## config.mk

```make
export PLATFORM = sky130hd
export DESIGN_NAME = data_memory_responder_flat
export DESIGN_NICKNAME = d
export VERILOG_FILES = /design/src/rtl/data_memory_responder_pkg.sv /design/src/rtl/data_memory_responder_if.sv /design/src/rtl/data_memory_responder_timeout.sv /design/src/rtl/data_memory_responder.sv /design/src/flat_wrapper.sv
export SDC_FILE = /design/constraint.sdc
export NUM_CORES = 1
export LEC_CHECK = 0
export ABC_AREA = 0
export CAP_MARGIN = 20
export CORE_UTILIZATION = 47
export CTS_CLUSTER_DIAMETER = 200
export DETAILED_ROUTE_END_ITERATION = 10
export GPL_ROUTABILITY_DRIVEN = 0
export HOLD_SLACK_MARGIN = 0.06
export PLACE_DENSITY_LB_ADDON = 0.12
export SYNTH_ARGS = -nofsm -noshare
export SYNTH_HDL_FRONTEND = slang
export SYNTH_SLANG_ARGS = --single-unit
```

## constraint.sdc

```tcl
create_clock -name clock -period 5 [get_ports clock]
set_input_delay 1 -clock clock [delete_from_list [all_inputs] [get_ports clock]]
set_output_delay 1 -clock clock [all_outputs]
set_load 0.01 [all_outputs]
```

## src/rtl/data_memory_responder_pkg.sv

```systemverilog
// Shared types and constants for the data-memory responder: register value type,
// FSM state encoding and the "timeout disabled" marker.
package data_memory_responder_pkg;

  typedef logic [31:0] regval_t;

  typedef enum logic [2:0] {
    RS_IDLE      = 3'd0,
    RS_WRITE_CMD = 3'd1,
    RS_READ_CMD  = 3'd2,
    RS_READ_WAIT = 3'd3,
    RS_RESPOND   = 3'd4
  } responder_state_t;

  localparam int DeadlineNone = 0;

  // True while a request owns the bus and the timeout is counting.
  function automatic logic state_is_busy(input logic [2:0] state);
    return (state == RS_WRITE_CMD) || (state == RS_READ_CMD) || (state == RS_READ_WAIT);
  endfunction

endpackage

```

## src/rtl/data_memory_responder_if.sv

```systemverilog
// Pipeline request/response signals and wait-request memory bus, bundled so the
// responder and its environment share one connection point.
interface data_memory_responder_if #(
  parameter int ADDRESS_WIDTH = 30
);
  import data_memory_responder_pkg::*;

  logic                     address_enable;
  regval_t                  address;
  regval_t                  data;
  logic                     data_valid;
  logic                     read_enable;
  regval_t                  read_address;
  regval_t                  read_data;
  logic                     read_valid;
  logic                     bus_error;
  logic [ADDRESS_WIDTH-1:0] mem_address;
  logic                     mem_write;
  logic                     mem_read;
  regval_t                  mem_write_data;
  logic                     mem_wait_request;
  regval_t                  mem_read_data;
  logic                     mem_read_data_valid;

  modport slave (
    input  address_enable, address, data, read_enable, read_address,
           mem_wait_request, mem_read_data, mem_read_data_valid,
    output data_valid, read_data, read_valid, bus_error,
           mem_address, mem_write, mem_read, mem_write_data
  );

  modport master (
    output address_enable, address, data, read_enable, read_address,
           mem_wait_request, mem_read_data, mem_read_data_valid,
    input  data_valid, read_data, read_valid, bus_error,
           mem_address, mem_write, mem_read, mem_write_data
  );

endinterface

```

## src/rtl/data_memory_responder_timeout.sv

```systemverilog
// Saturating per-request cycle counter; flags the last allowed bus cycle of a request.
module data_memory_responder_timeout #(
  parameter int TIMEOUT_CYCLES = 255
) (
  input  logic clock,
  input  logic reset,
  input  logic i_clear,
  input  logic i_enable,
  output logic o_expired
);
  import data_memory_responder_pkg::*;

  logic [31:0] r_count;

  always_ff @(posedge clock) begin
    if (reset || i_clear) begin
      r_count <= '0;
    end else if (i_enable && (r_count != '1)) begin
      r_count <= r_count + 32'd1;
    end
  end

  // Expiry is asserted during the TIMEOUT_CYCLES-th busy cycle, so the strobe is
  // seen exactly TIMEOUT_CYCLES times before the forced completion.
  generate
    if (TIMEOUT_CYCLES == DeadlineNone) begin : g_no_timeout
      assign o_expired = 1'b0;
    end else begin : g_timeout
      assign o_expired = i_enable && (r_count >= 32'(TIMEOUT_CYCLES - 1));
    end
  endgenerate

endmodule

```

## src/rtl/data_memory_responder.sv

```systemverilog
// Memory-side responder: arbitrates pipeline write/read requests onto a single
// wait-request bus and returns one registered completion pulse per request.
module data_memory_responder #(
  parameter int ADDRESS_WIDTH  = 30,
  parameter int TIMEOUT_CYCLES = 255
) (
  input logic                   clock,
  input logic                   reset,
  data_memory_responder_if.slave bus
);
  import data_memory_responder_pkg::*;

  localparam logic [2:0] StIdle     = RS_IDLE;
  localparam logic [2:0] StWriteCmd = RS_WRITE_CMD;
  localparam logic [2:0] StReadCmd  = RS_READ_CMD;
  localparam logic [2:0] StReadWait = RS_READ_WAIT;
  localparam logic [2:0] StRespond  = RS_RESPOND;

  logic [2:0]               r_state;
  logic [ADDRESS_WIDTH-1:0] r_addr;
  regval_t                  r_wdata;
  logic                     r_data_valid;
  logic                     r_read_valid;
  logic                     r_bus_error;
  regval_t                  r_read_data;

  logic w_busy;
  logic w_expired;
  logic w_strobe;
  logic w_unused_addr_bits;

  assign w_busy             = state_is_busy(r_state);
  assign w_unused_addr_bits = ^{bus.address[1:0], bus.read_address[1:0]};

  data_memory_responder_timeout #(
    .TIMEOUT_CYCLES(TIMEOUT_CYCLES)
  ) u_timeout (
    .clock    (clock),
    .reset    (reset),
    .i_clear  (!w_busy),
    .i_enable (w_busy),
    .o_expired(w_expired)
  );

  // Completion outputs default low every cycle; only the transition into
  // RESPOND raises them, which makes each pulse exactly one cycle wide.
  always_ff @(posedge clock) begin
    if (reset) begin
      r_state      <= StIdle;
      r_addr       <= '0;
      r_wdata      <= '0;
      r_data_valid <= 1'b0;
      r_read_valid <= 1'b0;
      r_bus_error  <= 1'b0;
      r_read_data  <= '0;
    end else begin
      r_data_valid <= 1'b0;
      r_read_valid <= 1'b0;
      r_bus_error  <= 1'b0;
      r_read_data  <= '0;
      case (r_state)
        StIdle: begin
          if (bus.address_enable) begin
            r_addr  <= bus.address[ADDRESS_WIDTH+1:2];
            r_wdata <= bus.data;
            r_state <= StWriteCmd;
          end else if (bus.read_enable) begin
            r_addr  <= bus.read_address[ADDRESS_WIDTH+1:2];
            r_state <= StReadCmd;
          end
        end
        StWriteCmd: begin
          if (!bus.mem_wait_request) begin
            r_data_valid <= 1'b1;
            r_state      <= StRespond;
          end else if (w_expired) begin
            r_data_valid <= 1'b1;
            r_bus_error  <= 1'b1;
            r_state      <= StRespond;
          end
        end
        StReadCmd: begin
          if (!bus.mem_wait_request && bus.mem_read_data_valid) begin
            r_read_valid <= 1'b1;
            r_read_data  <= bus.mem_read_data;
            r_state      <= StRespond;
          end else if (w_expired) begin
            r_read_valid <= 1'b1;
            r_bus_error  <= 1'b1;
            r_state      <= StRespond;
          end else if (!bus.mem_wait_request) begin
            r_state <= StReadWait;
          end
        end
        StReadWait: begin
          if (bus.mem_read_data_valid) begin
            r_read_valid <= 1'b1;
            r_read_data  <= bus.mem_read_data;
            r_state      <= StRespond;
          end else if (w_expired) begin
            r_read_valid <= 1'b1;
            r_bus_error  <= 1'b1;
            r_state      <= StRespond;
          end
        end
        StRespond: r_state <= StIdle;
        default:   r_state <= StIdle;
      endcase
    end
  end

  // Bus strobes decode straight from the state register, so they can never overlap.
  assign w_strobe           = (r_state == StWriteCmd) || (r_state == StReadCmd);
  assign bus.mem_write      = (r_state == StWriteCmd);
  assign bus.mem_read       = (r_state == StReadCmd);
  assign bus.mem_address    = w_strobe ? r_addr : '0;
  assign bus.mem_write_data = (r_state == StWriteCmd) ? r_wdata : '0;

  assign bus.data_valid = r_data_valid;
  assign bus.read_valid = r_read_valid;
  assign bus.bus_error  = r_bus_error;
  assign bus.read_data  = r_read_data;

endmodule

```

## src/flat_wrapper.sv

```systemverilog
// flat-port wrapper written by rule: the top's interface ports become plain ports
module data_memory_responder_flat import data_memory_responder_pkg::*;
#(
  parameter int ADDRESS_WIDTH  = 30,
  parameter int TIMEOUT_CYCLES = 255
)
  (clock, reset, bus_address_enable, bus_address, bus_data, bus_read_enable, bus_read_address, bus_mem_wait_request, bus_mem_read_data, bus_mem_read_data_valid, bus_data_valid, bus_read_data, bus_read_valid, bus_bus_error, bus_mem_address, bus_mem_write, bus_mem_read, bus_mem_write_data);
  data_memory_responder_if #(.ADDRESS_WIDTH(ADDRESS_WIDTH)) bus_i ();
  input logic clock;
  input logic reset;
  input wire logic [$bits(bus_i.address_enable)-1:0] bus_address_enable;
  input wire logic [$bits(bus_i.address)-1:0] bus_address;
  input wire logic [$bits(bus_i.data)-1:0] bus_data;
  input wire logic [$bits(bus_i.read_enable)-1:0] bus_read_enable;
  input wire logic [$bits(bus_i.read_address)-1:0] bus_read_address;
  input wire logic [$bits(bus_i.mem_wait_request)-1:0] bus_mem_wait_request;
  input wire logic [$bits(bus_i.mem_read_data)-1:0] bus_mem_read_data;
  input wire logic [$bits(bus_i.mem_read_data_valid)-1:0] bus_mem_read_data_valid;
  output wire logic [$bits(bus_i.data_valid)-1:0] bus_data_valid;
  output wire logic [$bits(bus_i.read_data)-1:0] bus_read_data;
  output wire logic [$bits(bus_i.read_valid)-1:0] bus_read_valid;
  output wire logic [$bits(bus_i.bus_error)-1:0] bus_bus_error;
  output wire logic [$bits(bus_i.mem_address)-1:0] bus_mem_address;
  output wire logic [$bits(bus_i.mem_write)-1:0] bus_mem_write;
  output wire logic [$bits(bus_i.mem_read)-1:0] bus_mem_read;
  output wire logic [$bits(bus_i.mem_write_data)-1:0] bus_mem_write_data;
  assign bus_i.address_enable = bus_address_enable;
  assign bus_i.address = bus_address;
  assign bus_i.data = bus_data;
  assign bus_i.read_enable = bus_read_enable;
  assign bus_i.read_address = bus_read_address;
  assign bus_i.mem_wait_request = bus_mem_wait_request;
  assign bus_i.mem_read_data = bus_mem_read_data;
  assign bus_i.mem_read_data_valid = bus_mem_read_data_valid;
  assign bus_data_valid = bus_i.data_valid;
  assign bus_read_data = bus_i.read_data;
  assign bus_read_valid = bus_i.read_valid;
  assign bus_bus_error = bus_i.bus_error;
  assign bus_mem_address = bus_i.mem_address;
  assign bus_mem_write = bus_i.mem_write;
  assign bus_mem_read = bus_i.mem_read;
  assign bus_mem_write_data = bus_i.mem_write_data;
  data_memory_responder #(.ADDRESS_WIDTH(ADDRESS_WIDTH), .TIMEOUT_CYCLES(TIMEOUT_CYCLES)) u_core (.clock(clock), .reset(reset), .bus(bus_i));
endmodule
```

* Word-level counts from Yosys, hierarchy flattened
Cells that the tools add are included.
** Word-level totals
- ROM bits :: 0
- Memories kept :: 0
- Memory bits (writable) :: 0
- Latch bits :: 0
- Register bits :: 132
- Input bits :: 134
- Word-level logic and storage cells :: 56
** Operators by class
- Add/sub/neg operators :: 1
- Multipliers :: 0
- Multiplexer cells :: 25
- Equality and inequality tests :: 6
- Bitwise gates (word level) :: 1
- Magnitude comparators :: 1
- Shift-type cells :: 0
- Reduce and logical (&&, ||, !) cells :: 14
- Divide/modulo/power cells :: 0
** Operator list (count)
- 2-to-1 mux 32 bit :: 3
- 2-to-1 mux 30 bit :: 3
- case mux 32 bit (2 select lines) :: 1
- adder 32 x 1 -> 32 bit, second input constant :: 1
- greater-or-equal comparator 32 x 8 -> 1 bit, second input constant :: 1
- inequality test 32 bit, second input constant :: 1
- 2-to-1 mux 3 bit :: 8
- case mux 3 bit (4 select lines) :: 1
- 2-to-1 mux 1 bit :: 7
- equality test 3 x 2 -> 1 bit, second input constant :: 2
- AND reduction 2 bit :: 3
- inequality test 4 x 2 -> 1 bit, second input constant :: 1
- equality test 3 x 1 -> 1 bit, second input constant :: 1
- logical AND 1 bit :: 3
- zero test 3 bit :: 1
- logical OR 1 bit :: 3
- inequality test 3 bit, second input constant :: 1
- case mux 1 bit (3 select lines) :: 1
- zero test 1 bit :: 2
- case mux 1 bit (2 select lines) :: 1
- nonzero test 2 bit :: 1
- OR reduction 2 bit :: 1
- inverter 1 bit :: 1

* Logic depth before layout (Yosys ltp)
- Word-level depth :: 7
- Mapped depth :: 7
- Depth with buffers taken out :: 7

* Modules after synthesis
From an unflattened synthesis, not the netlist that was laid out.
** Second synthesis, totals
- Cell total of the unflattened synthesis :: 680
- Area, all modules :: 6124.6 µm²
** By module, submodules not included
- data_memory_responder :: cells an instance 456, sequential area each 2001.9 µm², instances 1, area each 4296.6 µm²
- data_memory_responder_timeout :: cells an instance 224, sequential area each 640.6 µm², instances 1, area each 1828.0 µm²

* Worst setup path before layout
No wires, ideal clock.
- Path kind :: register -> output
- Start :: register u_core.r_state[1]
- End :: output port bus_mem_address[0]
- Setup slack :: 2.607 ns
- Arrival time :: 1.393 ns
- Required time :: 4.000 ns
- Stages on the path, launching flop included :: 7
- Path through :: dfxtp_1 -> clkbuf_8 -> inv_1 -> nor3_1 -> nor2_1 -> clkbuf_1 -> nor2b_1
** On the way
- Cells in the longest elaborated chain, start to end :: 3
- Elaborated cells between the ends (all ways) :: 4
- Classes of those cells :: eq/ne (2); mux (1); reduce/logical (1)
** RTL lines
- start, declared :: line data_memory_responder.sv:19 : logic [2:0] r_state;
- start signal, assigned :: line data_memory_responder.sv:49 : r_state <= StIdle;
- start signal, assigned :: line data_memory_responder.sv:66 : r_state <= StWriteCmd;
- start signal, assigned :: line data_memory_responder.sv:69 : r_state <= StReadCmd;
- equality test 3 x 2 -> 1 bit
- named net bus_mem_read :: line flat_wrapper.sv:25 : output wire logic [$bits(bus_i.mem_read)-1:0] bus_mem_read;
- logical OR 1 bit :: line data_memory_responder.sv:113 : assign w_strobe = (r_state == StWriteCmd) || (r_state == StReadCmd);
- 2-to-1 mux 30 bit :: line data_memory_responder.sv:116 : assign bus.mem_address = w_strobe ? r_addr : '0;
- end, declared :: line flat_wrapper.sv:23 : output wire logic [$bits(bus_i.mem_address)-1:0] bus_mem_address;
The timed path passes the listed nets, and every way through them passes these cells.

* Final worst setup path
- Start :: register u_core.r_state[1]
- End :: output port bus_mem_address[20]
** On the way
- Cells in the longest elaborated chain, start to end :: 3
- Elaborated cells between the ends (all ways) :: 4
- Classes of those cells :: eq/ne (2); mux (1); reduce/logical (1)
** RTL lines (line)
- equality test 3 x 1 -> 1 bit / equality test 3 x 2 -> 1 bit (equally long branches) :: data_memory_responder.sv:113
- logical OR 1 bit (*) :: data_memory_responder.sv:113
- 2-to-1 mux 30 bit (*) :: data_memory_responder.sv:116
Mark *: on every way between the ends. The rest lies on a longest branch, timed or not.

==> flow_metrics.env <==
export IMPL_grt_pass1_vias=5466
export IMPL_grt_start_max_net_pins=69
export IMPL_clock_latency_ns=0.42
export IMPL_tightest_slew_ns=1.10
export IMPL_num_nets_final=1016
export IMPL_synth_xor_area_share_pct=1.84
export IMPL_drive_above_1_share_pct=5.71
export IMPL_antenna_left=0
export IMPL_chipWidth_um=112
export IMPL_start_util_pct=49.1
export IMPL_core_area_um2=11700
export IMPL_post_cts_buffers=0
export IMPL_endpoint_kind="output port"
export IMPL_internal_power_mw=2.31
export IMPL_port_buffers=228
export IMPL_timing_hold_violations_final=0
export IMPL_holdWs_ns=0.449
export IMPL_clock_skew_final_ns=0.00735
export IMPL_area_delta_synth_final_pct=52.0
export IMPL_peakVddDrop_v=0.000284
export IMPL_seq_area_frac_synth_pct=46.2
export IMPL_synth_top_family_by_area="simple AND/OR/NAND/NOR gates"
export IMPL_cts_num_sinks=132
export IMPL_final_common_cell="clkdlybuf4s50_1"
export IMPL_pre_cts_ws_ns=1.87
export IMPL_switching_share_pct=26.2
export IMPL_cp_start_kind="flop"
export IMPL_power_frac_seq_pct=38.3
export IMPL_cp_required_ns=4.00
export IMPL_crit_family="buffers and inverters"
export IMPL_slew_violations=0
export IMPL_hp_start="u_core.r_wdata[26]"
export IMPL_cts_buffers=17
export IMPL_p_sw_mw=0.821
export IMPL_power_mw=3.13
export IMPL_layout_common_cells="226 x clkdlybuf4s50_1, 132 x dfxtp_1, 89 x nand2_1, 67 x and2_1, 57 x nor2_1"
export IMPL_reg2reg_from="u_core.u_timeout.r_count[1]"
export IMPL_clkPwrFrac_pct=42.2
export IMPL_cts_resized=0
export IMPL_row_count=39
export IMPL_route_vias_total=5518
export IMPL_cts_root_buf="clkbuf_16"
export IMPL_clockBufferDepth=2
export IMPL_diodes=0
export IMPL_first_pass_iters=5
export IMPL_syn_inst=668
export IMPL_grt_usage_pct=27.2
export IMPL_drt_initial_drc_count=382
export IMPL_critical_path_class="reg -> out"
export IMPL_synthMuxAreaShare_pct=5.42
export IMPL_synth_compound_area_share_pct=12.7
export IMPL_overflow=0
export IMPL_hold_path_class="reg -> reg"
export IMPL_powerDensity_nw_per_um2=360
export IMPL_io_pins=233
export IMPL_syn_avg_cell_area_um2=8.57
export IMPL_outcome="completed"
export IMPL_cellLeakagePower_nw=3.19
export IMPL_route_detailed_drc=0
export IMPL_drt_wl_total_um=16700
export IMPL_yosys_area_share_adder_pct=0.437
export IMPL_synth_simple_area_share_pct=29.7
export IMPL_crit_top_cell="buf_4"
export IMPL_synthesis_nets=804
export IMPL_final_setup_tns_ns=0
export IMPL_fmax_mhz=278
export IMPL_cts_max_level=4
export IMPL_period_needed_ns=3.60
export IMPL_cp_max_fo=34
export IMPL_crit_slowest_cell="dfxtp_1"
export IMPL_wl_per_cell_um=16.1
export IMPL_ys_types=49
export IMPL_avgViaCountPerCell=5.33
export IMPL_rsz0062_at_grt="false"
export IMPL_power_frac_comb_pct=19.4
export IMPL_ys_seq_elements=132
export IMPL_setup_ws_ns=1.40
export IMPL_hold_buffers=0
export IMPL_post_route_period_util_pct=72.0
export IMPL_max_stage_delay_ns=0.54
export IMPL_dpl_hpwl_um=12000
export IMPL_clk_pin_slew_worst_paths_ns=0.06
export IMPL_setup_viol=0
export IMPL_synth_warnings=0
export IMPL_cp_num_buf_inv=4
export IMPL_worstPathArrival_ns=2.60
export IMPL_grt_pass1_wl_um=26500
export IMPL_max_cap_violations=0
export IMPL_die_area_um2=12600
export IMPL_crit_chain="inv_1, nand2_1, nor2_1, buf_4, nor2_2, buf_4, nor2b_1, clkdlybuf4s50_1"
export IMPL_critPathLaunch="u_core.r_state[1]"
export IMPL_relSlewSlack_pct=26.8
export IMPL_syn_cell_area_um2=5720
export IMPL_cts_tree="yes"
export IMPL_die_h_um=112
export IMPL_antenna_found_initial=0
## routing by layer
layer	part of all wire [%]	global-route usage [%]
met1	38	28.7
met2	52	48.5
met3	7.2	9.45
met4	2.7	12.6
met5	0	0
## layout make-up
class	instances	area, um2
Clock buffer	20	457
Clock inverter	12	179
Fill cell	852	2960
Inverter	5	18.8
Multi-Input combinational cell	488	2870
Sequential cell	132	2640
Tap cell	143	179
Timing Repair Buffer	236	2350
## flip-flops by register name, summed over array words and instances (netlist names)
| register | cells |
|---|---|
| u_core.bus.bus_error | 1 |
| u_core.u_timeout.r_count | 32 |
| u_core.bus.data_valid | 1 |
| u_core.bus.read_data | 32 |
| u_core.r_addr | 30 |
| u_core.r_state | 3 |
| u_core.bus.read_valid | 1 |
| u_core.r_wdata | 32 |
## worst min-delay path, delay by kind of cell (launching register included)
kind / cells / cell delay [ns]
AOI/OAI and AO/OA: 1 / 0.05
and+or+nand+nor: 1 / 0.05
DFF: 1 / 0.30
## power groups by stage
stage	sequential, mW	combinational [mW]	clock, mW
after floorplan	1.20	0.340	0
after global placement	1.21	0.578	0
after detailed placement	1.22	0.597	0
after CTS	1.20	0.602	1.34
after global routing	1.21	0.665	1.40
final	1.20	0.608	1.32
## path summary, 6_finish.rpt
| kind | end | slack (ns) | depth (start not counted) |
|---|---|---|---|
| setup / recovery | bus_mem_address[20] | 1.40 | 8 |
| hold / removal | u_core.r_wdata[26] | 0.45 | 2 |
| setup reg to reg | u_core.u_timeout.r_count[0] | 2.50 | 6 |
| hold reg to reg | u_core.r_wdata[26] | 0.45 | 2 |
## synthesized netlist by cell type, drive strengths merged
| cell | instances | area [um2] |
|---|---|---|
| a2111o | 1 | 11.3 |
| a2111oi | 2 | 17.5 |
| a211o | 1 | 10.0 |
| a211oi | 30 | 225 |
| a21boi | 2 | 15.0 |
| a21o | 2 | 15.0 |
| a21oi | 51 | 255 |
| a31oi | 4 | 25.0 |
| and2 | 67 | 419 |
| and3 | 4 | 25.0 |
| and4 | 4 | 36.3 |
| buf | 1 | 7.51 |
| clkbuf | 42 | 188 |
| dfxtp | 132 | 2640 |
| ha | 2 | 25.0 |
| inv | 5 | 18.8 |
| mux2i | 31 | 310 |
| nand2 | 89 | 334 |
| nand2b | 1 | 6.26 |
| nand3 | 12 | 77.6 |
| nand3b | 2 | 15.0 |
| nand4 | 12 | 75.1 |
| nand4b | 1 | 8.76 |
| nor2 | 58 | 218 |
| nor2b | 30 | 188 |
| nor3 | 13 | 65.1 |
| nor3b | 1 | 7.51 |
| nor4 | 12 | 75.1 |
| nor4b | 1 | 8.76 |
| o211ai | 4 | 30.0 |
| o21a | 2 | 15.0 |
| o21ai | 12 | 60.1 |
| o21bai | 1 | 7.51 |
| o221ai | 1 | 8.76 |
| o31a | 1 | 8.76 |
| o31ai | 2 | 15.0 |
| o32ai | 1 | 8.76 |
| or2 | 1 | 6.26 |
| or3 | 10 | 67.6 |
| or4 | 8 | 66.3 |
| xnor2 | 8 | 70.1 |
| xor2 | 4 | 35.0 |
## through the flow
stage	cells	area, um2	utilization [%]
floorplan	668	5720	-
global placement	1003	8040	68.9
detailed placement	1003	8040	68.9
CTS	1035	8670	74.4
global route	1036	8700	74.6
finish	1036	8700	74.6
## logic make-up (layout without fill, tap and decap cells)
| family | count (synthesis) | after routing |
|---|---|---|
| compound gates | 117 | 117 |
| buf+inv | 48 | 273 |
| flops | 132 | 132 |
| simple gates | 326 | 326 |
| fa+ha+maj | 2 | 2 |
| mux | 31 | 31 |
| xor+xnor | 12 | 12 |
No activity file was read; power rests on OpenSTA's default activity.
